**src/rtl/ps2_scan_decoder.sv**
```systemverilog
// PS/2 set-2 scan-code decoder: pops the keyboard FIFO, strips E0/F0 prefixes and tracks held keys.
// Optional build macro KBD_TYPEMATIC_FILTER_EN suppresses auto-repeat makes of already-held keys.
module ps2_scan_decoder #(
  parameter int unsigned PREFIX_TIMEOUT = 2_000_000
) (
  input  logic        clk,
  input  logic        clrn,
  input  logic [7:0]  fifo_data,
  input  logic        fifo_ready,
  output logic        rdn,
  output logic        key_valid,
  output logic [7:0]  key_code,
  output logic        key_ext,
  output logic        key_break,
  output logic [10:0] key_down,
  output logic        kbd_err
);

  localparam logic [1:0] StIdle    = 2'd0;
  localparam logic [1:0] StCapture = 2'd1;
  localparam logic [1:0] StDecode  = 2'd2;

  localparam int unsigned CntW = (PREFIX_TIMEOUT > 2) ? $clog2(PREFIX_TIMEOUT) : 1;
  localparam logic [CntW-1:0] TmoLast = CntW'(PREFIX_TIMEOUT - 1);

  logic [1:0]      state_q, state_d;
  logic [7:0]      byte_q, byte_d;
  logic [2:0]      skip_q, skip_d;
  logic            ext_q, ext_d;
  logic            brk_q, brk_d;
  logic [CntW-1:0] tmo_q, tmo_d;
  logic            valid_q, valid_d;
  logic            err_q, err_d;
  logic [7:0]      code_q, code_d;
  logic            kext_q, kext_d;
  logic            kbrk_q, kbrk_d;
  logic [10:0]     down_q, down_d;

  logic       key_hit;
  logic [3:0] key_idx;
  logic       repeat_make;

  // Map the pending byte plus extension flag onto a held-key bit.
  always_comb begin
    key_hit = 1'b1;
    key_idx = 4'd0;
    if (!ext_q) begin
      case (byte_q)
        8'h1D:   key_idx = 4'd0;
        8'h1C:   key_idx = 4'd1;
        8'h1B:   key_idx = 4'd2;
        8'h23:   key_idx = 4'd3;
        8'h29:   key_idx = 4'd4;
        8'h5A:   key_idx = 4'd9;
        8'h76:   key_idx = 4'd10;
        default: key_hit = 1'b0;
      endcase
    end else begin
      case (byte_q)
        8'h75:   key_idx = 4'd5;
        8'h72:   key_idx = 4'd6;
        8'h6B:   key_idx = 4'd7;
        8'h74:   key_idx = 4'd8;
        default: key_hit = 1'b0;
      endcase
    end
  end

`ifdef KBD_TYPEMATIC_FILTER_EN
  assign repeat_make = key_hit && !brk_q && down_q[key_idx];
`else
  assign repeat_make = 1'b0;
`endif

  always_comb begin
    state_d = state_q;
    byte_d  = byte_q;
    skip_d  = skip_q;
    ext_d   = ext_q;
    brk_d   = brk_q;
    tmo_d   = '0;
    valid_d = 1'b0;
    err_d   = 1'b0;
    code_d  = code_q;
    kext_d  = kext_q;
    kbrk_d  = kbrk_q;
    down_d  = down_q;
    case (state_q)
      StIdle: begin
        if (fifo_ready) begin
          state_d = StCapture;
        end else if (ext_q || brk_q) begin
          if (tmo_q == TmoLast) begin
            ext_d = 1'b0;
            brk_d = 1'b0;
          end else begin
            tmo_d = tmo_q + 1'b1;
          end
        end
      end
      StCapture: begin
        byte_d  = fifo_data;
        state_d = StDecode;
      end
      StDecode: begin
        state_d = StIdle;
        if (skip_q != 3'd0) begin
          skip_d = skip_q - 3'd1;
        end else if (byte_q == 8'hE1) begin
          // Remaining seven bytes of the Pause sequence carry no key state.
          skip_d = 3'd7;
          ext_d  = 1'b0;
          brk_d  = 1'b0;
        end else if (byte_q == 8'hE0) begin
          ext_d = 1'b1;
        end else if (byte_q == 8'hF0) begin
          brk_d = 1'b1;
        end else if (byte_q == 8'h00 || byte_q == 8'hFF) begin
          err_d = 1'b1;
          ext_d = 1'b0;
          brk_d = 1'b0;
        end else if (byte_q == 8'hAA || byte_q == 8'hFA || byte_q == 8'hEE ||
                     byte_q == 8'hFE) begin
          ext_d = 1'b0;
          brk_d = 1'b0;
        end else begin
          if (!repeat_make) begin
            valid_d = 1'b1;
            code_d  = byte_q;
            kext_d  = ext_q;
            kbrk_d  = brk_q;
          end
          if (key_hit) begin
            down_d[key_idx] = ~brk_q;
          end
          ext_d = 1'b0;
          brk_d = 1'b0;
        end
      end
      default: state_d = StIdle;
    endcase
  end

  always_ff @(posedge clk or negedge clrn) begin
    if (!clrn) begin
      state_q <= StIdle;
      byte_q  <= 8'h00;
      skip_q  <= 3'd0;
      ext_q   <= 1'b0;
      brk_q   <= 1'b0;
      tmo_q   <= '0;
      valid_q <= 1'b0;
      err_q   <= 1'b0;
      code_q  <= 8'h00;
      kext_q  <= 1'b0;
      kbrk_q  <= 1'b0;
      down_q  <= 11'd0;
    end else begin
      state_q <= state_d;
      byte_q  <= byte_d;
      skip_q  <= skip_d;
      ext_q   <= ext_d;
      brk_q   <= brk_d;
      tmo_q   <= tmo_d;
      valid_q <= valid_d;
      err_q   <= err_d;
      code_q  <= code_d;
      kext_q  <= kext_d;
      kbrk_q  <= kbrk_d;
      down_q  <= down_d;
    end
  end

  // Gated by fifo_ready so a pop is never requested from an empty FIFO.
  assign rdn       = ~((state_q == StCapture) && fifo_ready);
  assign key_valid = valid_q;
  assign key_code  = code_q;
  assign key_ext   = kext_q;
  assign key_break = kbrk_q;
  assign key_down  = down_q;
  assign kbd_err   = err_q;

endmodule

```
**config.mk**
```make
export PLATFORM = sky130hd
export DESIGN_NAME = ps2_scan_decoder
export DESIGN_NICKNAME = d
export VERILOG_FILES = /design/src/rtl/ps2_scan_decoder.sv
export SDC_FILE = /design/constraint.sdc
export NUM_CORES = 1
export LEC_CHECK = 0
export CAP_MARGIN = 20
export CORE_MARGIN = 2
export CORE_UTILIZATION = 35
export DETAILED_ROUTE_END_ITERATION = 6
export PLACE_DENSITY = 0.61
export SLEW_MARGIN = 5
export SYNTH_ARGS = -nofsm -noshare
export SYNTH_HDL_FRONTEND = slang
export SYNTH_SLANG_ARGS = --single-unit
```
**constraint.sdc**
```tcl
create_clock -name clk -period 2.16 [get_ports clk]
set_input_delay 0.54 -clock clk [delete_from_list [all_inputs] [get_ports clk]]
set_output_delay 0.54 -clock clk [all_outputs]
set_load 0.03 [all_outputs]
```
After elaboration in Yosys (flattened, before gate mapping) --
Cells that the tools add are included.
Word-level totals: register bits 59, input port bits 11, output and inout bits 24, word-level logic and storage cells 115
Cells by class: add/subtract/negate cells 2, magnitude comparators 2, equality and inequality tests 29, mux-type cells 43, bitwise logic cells 8, reduce and logical (&&, ||, !) cells 19
Operators with widths (number):
- two-way mux 21 bit | 4
- == test 8 bit (second input constant) | 8
- == test 8 x 7 -> 1 bit (second input constant) | 6
- two-way mux 1 bit | 28
- == test 8 x 5 -> 1 bit (second input constant) | 3
- case mux 4 bit (6 select lines) | 1
- adder 21 x 1 -> 21 bit (second input constant) | 1
- == test 21 bit (second input constant) | 1
- == test 8 x 6 -> 1 bit (second input constant) | 2
- case mux 4 bit (4 select lines) | 1
- AND reduction 6 bit | 2
- bitwise mux 11 bit | 1
- != test 2 bit (second input constant) | 5
- logical NOT 8 bit | 1
- inverter 1 bit | 8
- AND reduction 8 bit | 1
- AND reduction 7 bit | 1
- OR reduction 7 bit | 1
- two-way mux 3 bit | 2
- logical OR 1 bit | 5
- less-than comparator 4 x 5 -> 1 bit (second input constant) | 1
- demux 1 bit (select 4 bit) | 1
- greater-or-equal comparator 4 x 1 -> 1 bit (second input constant) | 1
- two-way mux 4 bit | 1
- 14 further kinds | 17

Longest topological paths before layout --
word-level depth 11, gate-level depth with buffers 8

Worst setup path before layout --
OpenSTA, ideal clock, no wires.
path type register to register, start point register byte_q[0], end point register kext_q, in the netlist key_ext, library setup time 0.128 ns, data arrival time 1.852 ns, required time 2.032 ns, path slack 0.180 ns, cell stages (with the launch flop) 8, path buffers 2, clock period less this slack 1.980 ns, cell sequence dfrtp_1 -> buf_4 -> nor4_2 -> a21boi_1 -> o21ba_2 -> and2_4 -> buf_4 -> mux2_1
Between the ends: longest elaborated chain between the ends 6
Ends and longest elaborated chain:
- start, declared | line 27 | logic [7:0] byte_q, byte_d;
- start signal, assigned | line 160 | byte_q <= byte_d;
- == test 8 bit | line 122 | end else if (byte_q == 8'hAA || byte_q == 8'hFA || byte_q == 8'hEE ||
- logical OR 1 bit (3 in a row) | line 122
- inverter 1 bit (no line)
- AND reduction 7 bit (no line) *
- end signal, assigned | line 168 | kext_q <= kext_d;
- end, declared | line 35 | logic kext_q, kext_d;
Every way passes the cells marked *; elsewhere a longest branch is shown, timed or not. A chain may end at the register's enable or synchronous reset.

Worst setup path in the final report --
start point register byte_q[3], end point register down_q[10], in the netlist key_down[10]
Between the ends: longest elaborated chain between the ends 8
Ends and longest elaborated chain:
- == test 8 x 7 -> 1 bit (tied with other cells) | line 48 | case (byte_q)
- case mux 4 bit (6 select lines) / case mux 4 bit (4 select lines) (equally long branches) | line 48, 59
- two-way mux 4 bit | line 47 | if (!ext_q) begin
- less-than comparator 4 x 5 -> 1 bit (not written as such) / greater-or-equal comparator 4 x 1 -> 1 bit (equally long branches) | line 134 | down_d[key_idx] = ~brk_q;
- logical AND 1 bit (not written as such) | line 134
- two-way mux 1 bit (not written as such) | line 134
- demux 1 bit (select 4 bit) | line 134
- bitwise mux 11 bit | line 134
- end signal, assigned | line 170 | down_q <= down_d;
- end, declared | line 37 | logic [10:0] down_q, down_d;
Parallel ways exist; a longest one is shown, timed or not.

==> summary.txt <==
STA
  – # setup viols final: 0
  – Clk_skew: 0.00713 ns
  – Fmax achieved: 486 MHz
  – Final worst-path cycle share: 95.2%
  – Rel. slew slack: 71.4%
  – RSZ-0062 raised after global routing: yes
  – Pin slew with the least headroom to its limit: 0.425 ns
  – Worst hold slack: 0.210 ns
  – Final hold violations: 0
  – Tmin final: about 2.1 ns
  – Setup slack after layout: approximately 0.10 ns
  – Fin. max-slew vios: 0

Placed design
  – HPWL after DPL: about 4.5 mm
  – GP Congestion: around 0.90
  – Port Buffers: 34
  – Setup Slack @ Placement: about 0.013 ns
  – Placed cell areas: 3710 um^2

Synthesis
  – Synth top area share: 47.3%
  – Top cells by count, synth: 59 x dfrtp_1, 24 x nor2_1, 16 x mux2_2, 16 x o21ai_0, 15 x nand2_1
  – Post-synth ARST share: 100%
  – Post-synth top area cell: dfrtp_1
  – Synth top area cells: dfrtp_1 47%, mux2_2 5.8%, nor2_1 2.9%, xor2_1 2.8%, o21ai_0 2.6%
  – Cell variety after synth: 62
  – Ys flop type: dfrtp_1
  – Yosys reg bits: 59
  – Yosys warns: 0
  – Syn avg cell area: between 10 and 15 um^2
  – Count of flip-flops with a built-in enable after synthesis: 0
  – Cell count after synthesis: between 200 and 300
  – Sequential fraction of the synthesis area: 47.3%
  – Most numerous cell in the Yosys netlist: dfrtp_1
  – Netlist Area Pre-Place: ~3100 um^2
  – Syn nets: around 310

Clocking
  – CTS Sinks: slightly below 60
  – CTS Buf Count: 9
  – Clock transition at path regs: approximately 0.07 ns
  – H-tree levels: 3
  – Clock tree buffer depth: 2
  – Clk_lat worst skew: around 0.33 ns
  – Post-CTS Hold Fix Bufs: 0
  – TritonCTS clock tree: done
  – CTS root buf: clkbuf_8
  – Setup Buffers After CTS: 0

GRT
  – Vias in the first global route: 2339
  – Total Routing Usage GR: approximately 14%
  – Largest net degree at the start of global routing: 60
  – Total grt overflow: 0
  – First-pass GRT wire length: 11.0 mm
  – Initial antenna violation count: 0

Worst setup path
  – WS Path Type: register to register
  – Critical Path Sink Type: register
  – Reg2Reg Setup Slack: 0.10 ns
  – RR Startpoint: byte_q[3]$_DFFE_PN0N_
  – Worst Setup SP: byte_q[3]$_DFFE_PN0N_
  – CP Data Required Time: 2.41 ns
  – Crit path DAT: 2.31 ns
  – Maximum fanout along the worst path: 8
  – CP startpoint kind: register

Finish
  – Seq. cell area: between 1000 and 1500 um^2
  – Layout cell share with drive strength beyond 1: a little under a quarter
  – Multi-input gate area: 1590 um^2
  – Design Area, Final: 3960 um^2
  – Area grow syn2layout: 26.9%
  – Final #Nets: about 360
  – Layout fillers: roughly 860
  – Layout Utilization: 45.6%
  – ANT cells: 0

Power
  – Pleak: around 1.6 nW
  – Pwr dens: around 1100 nW/um^2
  – Worst VDD drop: 0.569 mV
  – Final total power: 0.00432 W

Floorplanning
  – Core Area: between 8000 and 9000 um^2
  – Die height: 98.4 um
  – Die width: between 90 and 100 um
  – Die footprint: slightly below 10000 um^2
  – Io pins: 35
  – Cell Rows: 34
  – Initial core utilization: 36.0%

Route
  – DRT iter0 DRCs: 130
  – Post-DR wirelength/cell: about 14 um
  – 1st-pass router iterations: 4
  – Final wirelength: approximately 6.5 mm
  – Vias per cell: a little over 5
  – Post-route antenna net violation count: 0
  – Residual DRC: 0
  – Routed vias: around 2400

Hold path
  – Hold Crit Class: primary input to async pin

Run status
  – Status: finished, final reports clean

Flow run
  – Max cap viols: 0
flip-flops by register name (all words and copies together) (netlist names):
name	cells
tmo_q	21
key_down	11
byte_q	8
key_code	8
skip_q	3
state_q	2
brk_q	1
ext_q	1
kbd_err	1
key_break	1
key_ext	1
key_valid	1
cell families after synthesis:
logic type | synth area share (%)
AO/OA/AOI/OAI | 12.1
flip-flops | 47.3
multiplexers | 7.41
XOR/XNOR | 4.77
buffers and inverters | 3.89
adder cells (fa/ha/maj) | 1.20
AND/OR/NAND/NOR | 23.3
cell usage in the layout (no fill, tap or decap), types with 3 or more instances in the layout:
| cell | instances |
|---|---|
| dfrtp_1 | 55 |
| mux2i_1 | 4 |
| clkbuf_8 | 12 |
| xor2_1 | 10 |
| nand2_1 | 15 |
| mux2_2 | 16 |
| dfrtp_2 | 4 |
| clkdlybuf4s50_1 | 32 |
| nor2_1 | 24 |
| inv_1 | 8 |
| and3_1 | 5 |
| xnor2_1 | 7 |
| nand4_1 | 6 |
| nor3b_1 | 5 |
| o21ai_0 | 16 |
| and2_1 | 3 |
| or3_1 | 4 |
| nor2b_1 | 9 |
| o31ai_1 | 8 |
| a21oi_1 | 5 |
| nand3_1 | 11 |
| buf_4 | 27 |
| nor3_1 | 4 |
| ha_1 | 3 |
| nand2b_1 | 7 |
cell type report:
type / instances / area share, %
Inverter: 8 / 0.758
Timing Repair Buffer: 61 / 13.8
Sequential cell: 59 / 37.4
Tap cell: 108 / 3.41
Clock buffer: 13 / 4.27
Clock inverter: 2 / 0.253
Multi-Input combinational cell: 211 / 40.1
worst max-delay path, stage by stage, from the launching register on:
cell and delay (ns):
dfrtp_2 0.45, or3b_1 0.39, a2111o_1 0.42, a2bb2oi_4 0.19, nand2b_2 0.12, nor3b_2 0.19, mux2i_1 0.21
layer usage:
metal / global-route usage (%) / wire length [um] / part of all wire (%) / up-vias
met4: 6.64 / 122 / 1.9 / 0
met2: 20.6 / 2770 / 43 / 55
met1: 19.5 / 3320 / 51 / 1136
met3: 2.84 / 267 / 4.1 / 8
li1: - / - / - / 1170
met5: 0 / 0 / 0 / -
power breakdown:
part / total, W / internal, W / leakage, nW / switching [W]
clock: 0.000917 / 0.000501 / 0.0953 / 0.000417
sequential: 0.00161 / 0.00136 / 0.767 / 0.000257
combinational: 0.00179 / 0.000856 / 0.704 / 0.000937
total: 0.00432 / 0.00271 / 1.57 / 0.00161
worst paths after layout:
path                                                 end  cells past startpoint
worst max-delay path            key_down[10]$_DFFE_PN0P_                      6
worst max register to register  key_down[10]$_DFFE_PN0P_                      6
worst min register to register     skip_q[1]$_DFFE_PN0P_                      2
min in group clk                   skip_q[1]$_DFFE_PN0P_                      2
worst min-delay path                  tmo_q[9]$_DFF_PN0_                      2
max in group asynchronous          byte_q[3]$_DFFE_PN0N_                      2
through the flow:
step	setup TNS (ns)	instances
6_report	0	462
2_1_floorplan	0	293
3_3_place_gp	0	447
5_1_grt	-0.0471	462
4_1_cts	0	462
3_5_place_dp	0	447
repair_timing:
action	in CTS	in global routing
endpoints found under the setup margin	1	23
hold endpoints to repair	0	0
gates resized for setup	1	12
pin swaps	1	2
(Power assumes the default switching activity.)
